===== src/rtl/mem_access_ctrl_pkg.sv =====
// lc3b_types: shared definitions for the memory access controller.
//   mac_state_e : controller FSM states (IDLE, READ, WRITE, FINISH)
//   mac_err_e   : sticky status codes reported on mem_access_ctrl.err
//   lane_enable : byte-lane enable pattern for a 16-bit, two-lane memory
package lc3b_types;

  typedef enum logic [1:0] {
    IDLE   = 2'd0,
    READ   = 2'd1,
    WRITE  = 2'd2,
    FINISH = 2'd3
  } mac_state_e;

  typedef enum logic [1:0] {
    ERR_NONE      = 2'b00,
    ERR_UNALIGNED = 2'b01,
    ERR_TIMEOUT   = 2'b10
  } mac_err_e;

  // Word ops use both lanes; byte ops pick the lane named by the address LSB.
  function automatic logic [1:0] lane_enable(input logic byte_op, input logic addr_lsb);
    if (!byte_op) begin
      return 2'b11;
    end
    return addr_lsb ? 2'b10 : 2'b01;
  endfunction

endpackage


===== src/rtl/mem_access_ctrl_lane_format.sv =====
// mem_lane_format: combinational byte-lane steering for stores and
// lane selection plus sign extension for loads.
//   byte_op_i     : 1 = byte access, 0 = word access
//   addr_lsb_i    : byte address bit 0 (selects lane for byte ops)
//   wdata_i       : store data as captured from the control unit
//   mem_rdata_i   : raw memory read data
//   byte_enable_o : lane enables for the memory
//   lane_wdata_o  : store data steered onto the memory lanes
//   load_data_o   : formatted load result
import lc3b_types::*;

module mem_lane_format #(
  parameter int unsigned width = 16
) (
  input  logic             byte_op_i,
  input  logic             addr_lsb_i,
  input  logic [width-1:0] wdata_i,
  input  logic [width-1:0] mem_rdata_i,
  output logic [1:0]       byte_enable_o,
  output logic [width-1:0] lane_wdata_o,
  output logic [width-1:0] load_data_o
);

  logic [7:0] sel_byte;

  always_comb begin
    byte_enable_o = lane_enable(byte_op_i, addr_lsb_i);
    sel_byte      = addr_lsb_i ? mem_rdata_i[15:8] : mem_rdata_i[7:0];
    if (byte_op_i) begin
      // Byte stores drive the low byte onto every lane; the enables pick the target.
      lane_wdata_o = {(width/8){wdata_i[7:0]}};
      load_data_o  = {{(width-8){sel_byte[7]}}, sel_byte};
    end else begin
      lane_wdata_o = wdata_i;
      load_data_o  = mem_rdata_i;
    end
  end

endmodule


===== src/rtl/mem_access_ctrl.sv =====
// mem_access_ctrl: sequences one load/store between the control unit and
// a 16-bit byte-addressed memory with a bounded wait for mem_resp.
//   clk, reset            : clock, asynchronous active-high reset
//   start, we, byte_op    : request strobe and its type (captured in IDLE)
//   addr, wdata           : byte address and store data (captured in IDLE)
//   mem_read, mem_write   : memory strobes, held until mem_resp or timeout
//   mem_address           : word-aligned address to memory
//   mem_byte_enable       : lane enables
//   mem_wdata             : lane-steered store data
//   mem_resp, mem_rdata   : memory completion and read data
//   rdata, load_mdr       : formatted load result and MDR load strobe
//   done, err             : completion pulse and sticky status
import lc3b_types::*;

module mem_access_ctrl #(
  parameter int unsigned width   = 16,
  parameter int unsigned timeout = 64
) (
  input  logic             clk,
  input  logic             reset,
  input  logic             start,
  input  logic             we,
  input  logic             byte_op,
  input  logic [width-1:0] addr,
  input  logic [width-1:0] wdata,
  output logic             mem_read,
  output logic             mem_write,
  output logic [width-1:0] mem_address,
  output logic [1:0]       mem_byte_enable,
  output logic [width-1:0] mem_wdata,
  input  logic             mem_resp,
  input  logic [width-1:0] mem_rdata,
  output logic [width-1:0] rdata,
  output logic             load_mdr,
  output logic             done,
  output logic [1:0]       err
);

  localparam int unsigned CW = $clog2(timeout + 1);

  mac_state_e       state_q, state_d;
  mac_err_e         err_q, err_d;
  logic [CW-1:0]    wait_q, wait_d;
  logic             we_q, we_d;
  logic             byte_op_q, byte_op_d;
  logic [width-1:0] addr_q, addr_d;
  logic [width-1:0] wdata_q, wdata_d;
  logic [width-1:0] rdata_q, rdata_d;

  logic [1:0]       fmt_be;
  logic [width-1:0] fmt_wdata;
  logic [width-1:0] fmt_rdata;

  mem_lane_format #(
    .width(width)
  ) u_lane_format (
    .byte_op_i    (byte_op_q),
    .addr_lsb_i   (addr_q[0]),
    .wdata_i      (wdata_q),
    .mem_rdata_i  (mem_rdata),
    .byte_enable_o(fmt_be),
    .lane_wdata_o (fmt_wdata),
    .load_data_o  (fmt_rdata)
  );

  // State and datapath registers.
  always_ff @(posedge clk or posedge reset) begin
    if (reset) begin
      state_q   <= IDLE;
      err_q     <= ERR_NONE;
      wait_q    <= '0;
      we_q      <= 1'b0;
      byte_op_q <= 1'b0;
      addr_q    <= '0;
      wdata_q   <= '0;
      rdata_q   <= '0;
    end else begin
      state_q   <= state_d;
      err_q     <= err_d;
      wait_q    <= wait_d;
      we_q      <= we_d;
      byte_op_q <= byte_op_d;
      addr_q    <= addr_d;
      wdata_q   <= wdata_d;
      rdata_q   <= rdata_d;
    end
  end

  // Next-state logic.
  always_comb begin
    state_d   = state_q;
    err_d     = err_q;
    wait_d    = wait_q;
    we_d      = we_q;
    byte_op_d = byte_op_q;
    addr_d    = addr_q;
    wdata_d   = wdata_q;
    rdata_d   = rdata_q;
    unique case (state_q)
      IDLE: begin
        if (start) begin
          we_d      = we;
          byte_op_d = byte_op;
          addr_d    = addr;
          wdata_d   = wdata;
          wait_d    = '0;
          if (!byte_op && addr[0]) begin
            err_d   = ERR_UNALIGNED;
            state_d = FINISH;
          end else begin
            err_d   = ERR_NONE;
            state_d = we ? WRITE : READ;
          end
        end
      end
      READ, WRITE: begin
        // wait_q counts completed strobe cycles, so wait_q == timeout-1 marks the
        // timeout-th cycle; a response in that same cycle still wins.
        if (mem_resp) begin
          state_d = FINISH;
          if (state_q == READ) begin
            rdata_d = fmt_rdata;
          end
        end else if (wait_q == CW'(timeout - 1)) begin
          err_d   = ERR_TIMEOUT;
          state_d = FINISH;
        end else begin
          wait_d = wait_q + CW'(1);
        end
      end
      FINISH: begin
        state_d = IDLE;
      end
      default: begin
        state_d = IDLE;
      end
    endcase
  end

  // Outputs; memory-side buses stay at zero outside an active access.
  always_comb begin
    mem_read        = (state_q == READ);
    mem_write       = (state_q == WRITE);
    mem_address     = '0;
    mem_byte_enable = '0;
    mem_wdata       = '0;
    if (state_q == READ || state_q == WRITE) begin
      mem_address     = {addr_q[width-1:1], 1'b0};
      mem_byte_enable = fmt_be;
    end
    if (state_q == WRITE) begin
      mem_wdata = fmt_wdata;
    end
    done     = (state_q == FINISH);
    load_mdr = (state_q == FINISH) && !we_q && (err_q == ERR_NONE);
    rdata    = rdata_q;
    err      = err_q;
  end

endmodule


===== config.mk =====
export PLATFORM = sky130hd
export DESIGN_NAME = mem_access_ctrl
export DESIGN_NICKNAME = d
export VERILOG_FILES = /design/src/rtl/mem_access_ctrl_pkg.sv /design/src/rtl/mem_access_ctrl_lane_format.sv /design/src/rtl/mem_access_ctrl.sv
export SDC_FILE = /design/constraint.sdc
export NUM_CORES = 1
export LEC_CHECK = 0
export ABC_AREA = 1
export CORE_MARGIN = 8
export CORE_UTILIZATION = 42
export DETAILED_ROUTE_END_ITERATION = 7
export GPL_TIMING_DRIVEN = 0
export PLACE_DENSITY = 0.71
export RECOVER_POWER = 100
export SLEW_MARGIN = 5
export SYNTH_ARGS = -nofsm -noshare
export SYNTH_HDL_FRONTEND = slang
export SYNTH_HIERARCHICAL = 1
export SYNTH_SLANG_ARGS = --single-unit

===== constraint.sdc =====
create_clock -name clk -period 3.25 [get_ports clk]
set_input_delay 0.975 -clock clk [delete_from_list [all_inputs] [get_ports clk]]
set_output_delay 0.975 -clock clk [all_outputs]
set_load 0.03 [all_outputs]

* Yosys cells after proc, flatten, opt, wreduce, memory -nomap -nowiden
Cells that the tools add are included.
** Word-level totals
- Bits in registers :: 61
- Bits of input ports :: 54
- Word-level logic and storage cells :: 56
** Cells by class
- Reduce and logical (&&, ||, !) cells :: 15
- Add/subtract/negate cells :: 1
- Multiplexer cells :: 23
- Equal/unequal tests :: 9
** Operators with widths (count)
- 16-bit 2-to-1 mux :: 4
- 2-bit 2-to-1 mux :: 11
- 7-bit 2-to-1 mux :: 3
- 7-bit case mux with 2 select lines :: 1
- 8-bit 2-to-1 mux :: 1
- 2-bit != test, second input constant :: 4
- 4-bit AND reduction :: 2
- 7-bit by 1-bit adder with 7-bit output, second input constant :: 1
- 7-bit by 6-bit equality test with 1-bit output, second input constant :: 1
- 2-bit case mux with 3 select lines :: 1
- 2-bit equality test, second input constant :: 2
- 2-bit logical NOT :: 2
- 2-bit case mux with 2 select lines :: 1
- 2-bit AND reduction :: 2
- 1-bit logical AND :: 3
- 3-bit != test, second input constant :: 1
- 3-bit AND reduction :: 1
- 2-bit by 1-bit equality test with 1-bit output, second input constant :: 1
- 1-bit logical NOT :: 2
- 2-bit nonzero test :: 1
- 2-bit OR reduction :: 1
- 1-bit logical OR :: 1
- 1-bit 2-to-1 mux :: 1

* Logic depth before layout (Yosys ltp)
Gate-level depths: netlist (run 1).
- Depth in word-level cells :: 5
- Mapped depth :: 9
- Mapped depth without buffers :: 8

* Modules after synthesis
The synthesis (run 1) kept the hierarchy.
** By module, submodules not included
- mem_access_ctrl :: times used 1, sequential area each 1526.5 sq um, area each 3026.7 sq um, cells each 285
- mem_lane_format :: times used 1, sequential area each 0.0 sq um, area each 419.2 sq um, cells each 81

* Worst setup path after synthesis (run 1)
No wires, ideal clock.
- Path type :: reg-to-output
- Start point :: reg state_q[0]
- End point :: out load_mdr
- Slack :: 0.582 ns
- Required time :: 2.275 ns
- Stages on the path, launching flop included :: 4
- Arrival :: 1.693 ns
- Path buffers :: 0
- Cells stage by stage :: dfrtp_1 > ha_1 > inv_1 > nor4_1
** On the way
- Cells in the longest elaborated chain, start to end :: 3
** Ends and longest elaborated chain
- start, declared :: RTL line mem_access_ctrl.sv:41 : mac_state_e state_q, state_d;
- start signal, assigned :: RTL line mem_access_ctrl.sv:78 : state_q <= state_d;
- 2-bit equality test
- named net done :: RTL line mem_access_ctrl.sv:35 : output logic done,
- 1-bit logical AND (2 in a row) :: RTL line mem_access_ctrl.sv:155 : load_mdr = (state_q == FINISH) && !we_q && (err_q == ERR_NONE);
- end, declared :: RTL line mem_access_ctrl.sv:34 : output logic load_mdr,
The timed path passes the listed nets, and every way through them passes these cells.

* Final worst setup path (run 1)
- Start point :: reg byte_op_q
- End point :: out mem_wdata[14]
** On the way
- Cells in the longest elaborated chain, start to end :: 2
** Ends and longest elaborated chain
- start, declared :: RTL line mem_access_ctrl.sv:45 : logic byte_op_q, byte_op_d;
- start signal, assigned :: RTL line mem_access_ctrl.sv:82 : byte_op_q <= byte_op_d;
- 16-bit 2-to-1 mux :: RTL line mem_access_ctrl_lane_format.sv:29 : if (byte_op_i) begin
- named net fmt_wdata[14] :: RTL line mem_access_ctrl.sv:51 : logic [width-1:0] fmt_wdata;
- 16-bit 2-to-1 mux :: RTL line mem_access_ctrl.sv:151 : if (state_q == WRITE) begin
- end, declared :: RTL line mem_access_ctrl.sv:30 : output logic [width-1:0] mem_wdata,
The timed path passes the listed nets, and every way through them passes these cells.

==> results.tsv, run 1 <==
metric	value	unit
initial antenna violation count	0	
Post-Synth XOR/XNOR Area	0.508	%
simple-gate share of the synthesized area	22.3	%
largest family of logic cells by synthesized area	simple AND/OR/NAND/NOR gates	
vias per inst	4.51	
total power	4.91	mW
Net count, final	544	
sequential-to-total area share from yosys stat	44.3	%
syn avg cell area	9.41	um^2
CTS HTree Levels	3	
PwrDens	1070	nW/um^2
maximum vdd drop	0.469	mV
number of fill cells	794	
worst path required time	2.27	ns
Final setup viols	0	
fmax	0.331	GHz
endpoints failing hold	0	
largest net degree at the start of global routing	33	
Reg power frac	27.2	%
max-slew violations	0	
RSZ-0062 raised after global routing	false	
clock network fraction of total power	15.3	%
Layout Skew	0.00826	ns
core area	8090	um^2
Critical Path AT	2.05	ns
worst setup path class	reg2out	
drt wl/cell	13.6	um
Tightest Pin Transition	1.11	ns
Comb power frac	57.4	%
drt pass-1 iters	5	
Mapped Area	3450	um^2
HP Class	reg2reg	
first-pass GRT wire length	13.4	mm
register bit total from synthesis	61	
most numerous cell in the Yosys netlist	nand2_1	
Iter 0 DRT Violations	42	
Post-Place Worst Slack	0.0246	ns
CTS hold repair buffers	0	
hpwl dp	6.52	mm
Num CTS Buffers	9	
Sw Ratio	45.8	%
CTS tree	built	
area leader, netlist	dfrtp_1	
GRT Total Usage	14.8	%
Final WS setup	0.224	ns
slew margin rel.	26.0	%
Ys Warns	6	
ys async rst share	100	%
Leak	2.47	nW
Die Ht	107	um
Post-Synthesis Cells	366	
Total Wirelength	8.09	mm
DRC	0	
clock buffer depth	2	
CTS clock-pin slew for the worst setup and hold paths	0.06	ns
final core occ	56.7	%
Int Pwr	2.66	mW
MaxCap Viol Count	0	
vias in the first global route	2712	
Finished Layout Cells	594	
mux share of post-synthesis cell area	19.6	%
post-synth top area share	44.3	%
status	complete, no violations	
diode count	0	
adder-cell share of the synthesized area	2.18	%
Yosys cell types	28	
row cnt	33	
nature of the critical path endpoint	output pin	
worst skew pair latency	0.34	ns
vias	2680	
CTS sink cnt	61	
Die ar.	11400	um^2
cell total after placement	580	
most common library cells after synthesis	134 x nand2_1, 61 x dfrtp_1, 45 x inv_1, 36 x mux2_4, 21 x nand3_1	
final instance area	4590	um^2
Initial Util	42.6	%
EDFF count, synth	0	
clock root cell	clkbuf_8	
Cell Area, Placed	4680	um^2
PortBufs	108	
P&R area growth vs syn	33.3	%
critical path peak fanout	10	
minimum clock period	3.03	ns
compound-gate portion of the synthesized area	0.436	%
routability cong.	0.833	
GRT overflow	0	
io pins	110	
post-CTS setup buffer count	0	
top post-synthesis cells by area	dfrtp_1 44%, mux2_4 16%, nand2_1 15%	
Die X	107	um
period utilization	93.1	%
CP startpoint kind	register	
Routed Antenna Nets	0	
Post-Synthesis Net Count	426	
P_sw	2.25	mW
ys flop type	dfrtp_1	
layout cell share with drive strength beyond 1	11.5	%
worst max-delay path, cell delays in order, from the launching register on:
cell and delay (ns):
dfrtp_1 0.40, inv_1 0.15, buf_4 0.21, nand2_1 0.07, nand2_1 0.06, nand2_1 0.04
inv_1 0.05, dlygate4sd3_1 0.73
layer usage:
metal	track usage (%)	up-vias	routed length (um)
met5	0	-	0
met4	6.63	0	140
met3	3.84	12	446
met2	24.5	65	3990
met1	17.7	1241	3510
li1	-	1362	-
cell families after synthesis:
group | count (synthesis)
flops | 61
other cells | 1
buf+inv | 68
xor+xnor | 2
compound gates | 3
mux | 48
fa+ha+maj | 6
simple gates | 177
power by group through the flow:
| stage | combinational, mW | sequential, mW | clock [mW] |
|---|---|---|---|
| 3_5_place_dp | 3.40 | 1.37 | 0 |
| 2_1_floorplan | 2.11 | 1.53 | 0 |
| 6_report | 2.82 | 1.34 | 0.752 |
| 4_1_cts | 3.33 | 1.35 | 0.778 |
| 5_1_grt | 3.08 | 1.38 | 0.819 |
| 3_3_place_gp | 3.35 | 1.34 | 0 |
placed cells by master (no fill, tap or decap):
| cell | count |
|---|---|
| nand2_2 | 2 |
| nand3b_1 | 1 |
| nand2_1 | 136 |
| o21ai_0 | 3 |
| bufinv_16 | 2 |
| nand4_1 | 1 |
| conb_1 | 1 |
| nor2_1 | 10 |
| clkbuf_8 | 12 |
| xor2_1 | 1 |
| or2_2 | 1 |
| dlygate4sd2_1 | 10 |
| nor2_4 | 1 |
| ha_1 | 5 |
| clkdlybuf4s15_2 | 1 |
| inv_2 | 1 |
| clkbuf_1 | 21 |
| mux2_1 | 33 |
| nand3_1 | 22 |
| dfrtp_1 | 61 |
| clkbuf_2 | 3 |
| inv_1 | 45 |
| clkdlybuf4s50_1 | 51 |
| nand3_4 | 2 |
| buf_4 | 11 |
| mux2_4 | 3 |
| xnor2_1 | 1 |
| buf_6 | 1 |
| nor4_1 | 1 |
| buf_12 | 1 |
| mux2_2 | 12 |
| clkinv_2 | 2 |
| ha_2 | 1 |
| dlygate4sd3_1 | 30 |
per-stage QoR:
| step | hold WS, ns | setup TNS [ns] |
|---|---|---|
| floorplan | 0.453 | 0 |
| global placement | 0.478 | -23.05 |
| detailed placement | 0.482 | 0 |
| CTS | 0.499 | 0 |
| global route | 0.507 | 0 |
| finish | 0.492 | 0 |
sequential cells by signal (all words and copies together), names as in the netlist:
name,flops
rdata,16
state_q,2
byte_op_q,1
wdata_q,16
addr_q,16
wait_q,7
we_q,1
err,2
area by class of cell:
type	count	area, um^2	area share, %
flip-flops and latches	61	1530	33.2
inverters	46	173	3.76
clock buffers	12	155	3.38
well taps	105	131	2.86
plain buffers	20	153	3.32
clock inverters	4	70.1	1.53
multi-input cells	237	1410	30.7
repair buffers	109	975	21.2
what timing repair did:
action / 4_1_cts / 5_1_grt
resized for setup: 41 / 8
endpoints found under the setup margin: 27 / 17
cloned: 0 / 0
worst paths after layout:
check / startpoint / endpoint / slack, ns / cells after the start
setup / recovery: byte_op_q / mem_wdata[14] / 0.22 / 7
hold / removal: we_q / we_q / 0.49 / 2
setup reg to reg: state_q[0] / rdata[5] / 0.96 / 6
hold reg to reg: we_q / we_q / 0.49 / 2
max in group asynchronous: reset / addr_q[14] / 0.49 / 3
min in group asynchronous: reset / rdata[11] / 1.36 / 2
Note: power is estimated with default switching activity, not from simulation.
==> run 2: changes to the inputs <==
Settings changed: CTS_CLUSTER_SIZE set to 20.
==> results of run 2 <==
No change in the layout: final DEF, timing and power equal those of run 1.
==> run 3: changes to the inputs <==
Settings changed: ABC_AREA 1 to unset, PLACE_DENSITY 0.71 to 0.72.
==> run 3 against run 2 <==
Net effect:
- fmax shrank 3.4%
- final cell count shrank 17%
- via count shrank 11%
- cell area shrank 2.2%
- register-to-register slack gained 0.04 ns
- sequential share of layout area grew 0.75 points
==> results.tsv, run 3 <==
metric	value	unit	change
RSZ-0062 raised after global routing	false		
initial antenna violation count	0		unchanged
EDFF count, synth	0		unchanged
clock buffer depth	2		unchanged
Mapped Area	3220	um^2	-6.7%
area leader, netlist	dfrtp_1		
most common library cells after synthesis	61 x dfrtp_1, 57 x mux2_2, 33 x and2_1, 14 x a21oi_1, 11 x nor2_1		
max-slew violations	0		unchanged
most common cell after layout, fill and taps aside	dfrtp_1		
CTS clock-pin slew for the worst setup and hold paths	0.07	ns	about the same
Tightest Pin Transition	1.29	ns	+0.185 ns
row cnt	32		-3.0%
Final setup viols	0		unchanged
Routed Antenna Nets	0		unchanged
Die Ht	104	um	-2.9%
core area	7570	um^2	-6.5%
critical path peak fanout	10		unchanged
total power	4.83	mW	-1.6%
Post-Synthesis Cells	268		-27%
PortBufs	108		unchanged
CTS sink cnt	61		unchanged
commonest non-fill, non-tap cells in the layout	61 x dfrtp_1, 58 x mux2_2, 50 x clkdlybuf4s50_1		
Die X	104	um	-2.9%
nature of the critical path endpoint	output pin		
Ys Warns	6		unchanged
CTS tree	built		
status	complete, no violations		
hpwl dp	5.99	mm	-8.1%
diode count	0		unchanged
Initial Util	42.5	%	-0.085 points
Post-Synthesis Net Count	328		-23%
first-pass GRT wire length	13.3	mm	-0.31%
top post-synthesis cells by area	dfrtp_1 47%, mux2_2 20%, and2_1 6.4%		
layout cell share with drive strength beyond 1	25.0	%	+14 points
drt wl/cell	16.3	um	+20%
sequential-to-total area share from yosys stat	47.5	%	+3.2 points
P&R area growth vs syn	39.6	%	
GRT Total Usage	15.3	%	+0.50 points
endpoints failing hold	0		unchanged
Yosys cell types	44		+57%
MaxCap Viol Count	0		unchanged
period utilization	96.4	%	+3.3 points
vias per inst	4.81		+6.7%
Critical Path AT	2.16	ns	+0.11 ns
syn avg cell area	12.0	um^2	+27%
post-synth top area share	47.5	%	+3.2 points
minimum clock period	3.13	ns	+0.107 ns
CTS hold repair buffers	0		unchanged
maximum vdd drop	0.547	mV	+17%
vias	2378		-11%
ys flop type	dfrtp_1		
routability cong.	0.746		-10%
Iter 0 DRT Violations	49		+17%
ys async rst share	100	%	unchanged
PwrDens	1080	nW/um^2	+0.65%
register bit total from synthesis	61		unchanged
drt pass-1 iters	4		-1
DRC	0		unchanged
Leak	2.01	nW	-19%
Cell Area, Placed	4430	um^2	-5.4%
Num CTS Buffers	9		unchanged
Layout Skew	0.0116	ns	+0.00335 ns
Die ar.	10700	um^2	-5.7%
GRT overflow	0		unchanged
most numerous cell in the Yosys netlist	dfrtp_1		
fmax	0.319	GHz	-3.4%
slew margin rel.	13.6	%	-12 points
CTS HTree Levels	3		unchanged
vias in the first global route	2596		-4.3%
HP Class	reg2reg		
worst path required time	2.27	ns	about the same
worst skew pair latency	0.33	ns	about the same
CP startpoint kind	register		
worst setup path class	reg2out		
Total Wirelength	8.05	mm	-0.46%
clock root cell	clkbuf_8		
post-CTS setup buffer count	0		unchanged
largest net degree at the start of global routing	62		+88%
final instance area	4490	um^2	-2.2%
io pins	110		unchanged
Net count, final	447		-18%
==> run 3: cells by family after synthesis <==
kind of cell	share of synthesized area [%]
compound gates	6.50
fa+ha+maj	2.33
buf+inv	5.45
flops	47.5
mux	24.7
other cells	0.117
simple gates	13.5
==> run 3: path summary, 6_finish.rpt <==
path,startpoint,to,slack (ns),cells past startpoint
worst max-delay path,byte_op_q,mem_wdata[14],0.12,5
worst min register to register,rdata[5],rdata[5],0.48,1
max in group asynchronous,reset,err[1],1.00,2
min in group asynchronous,reset,addr_q[3],1.46,2
worst min-delay path,rdata[5],rdata[5],0.48,1
worst max register to register,state_q[0],rdata[8],1.00,6
==> run 3: power breakdown <==
group,leakage [nW],internal (mW),switching (mW)
registers,0.738,1.12,0.187
logic,1.18,1.25,1.62
clock network,0.0923,0.353,0.304
==> run 3: layout make-up <==
cell class,count,area [um^2]
tap,102,128
buffer,22,140
inverter,7,26.3
clock inverter,6,63.8
timing repair buffer,108,1000
fill,664,3080
multi-input combinational,178,1480
clock buffer,10,128
sequential,61,1530
==> run 3: metrics by stage <==
| step | setup slack [ns] | setup TNS (ns) | utilization (%) | hold WS, ns | cells |
|---|---|---|---|---|---|
| finish | 0.117 | 0 | 59.3 | 0.485 | 494 |
| global route | 0.0295 | 0 | 59.3 | 0.507 | 494 |
| global placement | -0.441 | -26.61 | 58.5 | 0.475 | 478 |
| floorplan | 0.491 | 0 | - | 0.471 | 268 |
| CTS | 0.00608 | 0 | 60.8 | 0.497 | 494 |
| detailed placement | 0.152 | 0 | 58.5 | 0.481 | 478 |
==> run 3: timing repair <==
action	in CTS	in global routing
setup endpoints to repair	27	9
endpoints found under the hold margin	0	0
resized for setup	22	9
==> run 3: routing by layer <==
layer	share of wire [%]	up-vias	GRT usage, %
met1	44	1135	17.3
li1	-	1157	-
met3	5.8	7	4.52
met5	0	-	0
met4	1.3	0	6.51
met2	48	79	26.2
==> run 3: worst max-delay path, cell delays in order, from the launching register on <==
cell and delay [ns]:
dfrtp_1 0.35, buf_6 0.15, buf_6 0.16, mux2_2 0.34
and2_1 0.13, dlygate4sd3_1 0.70
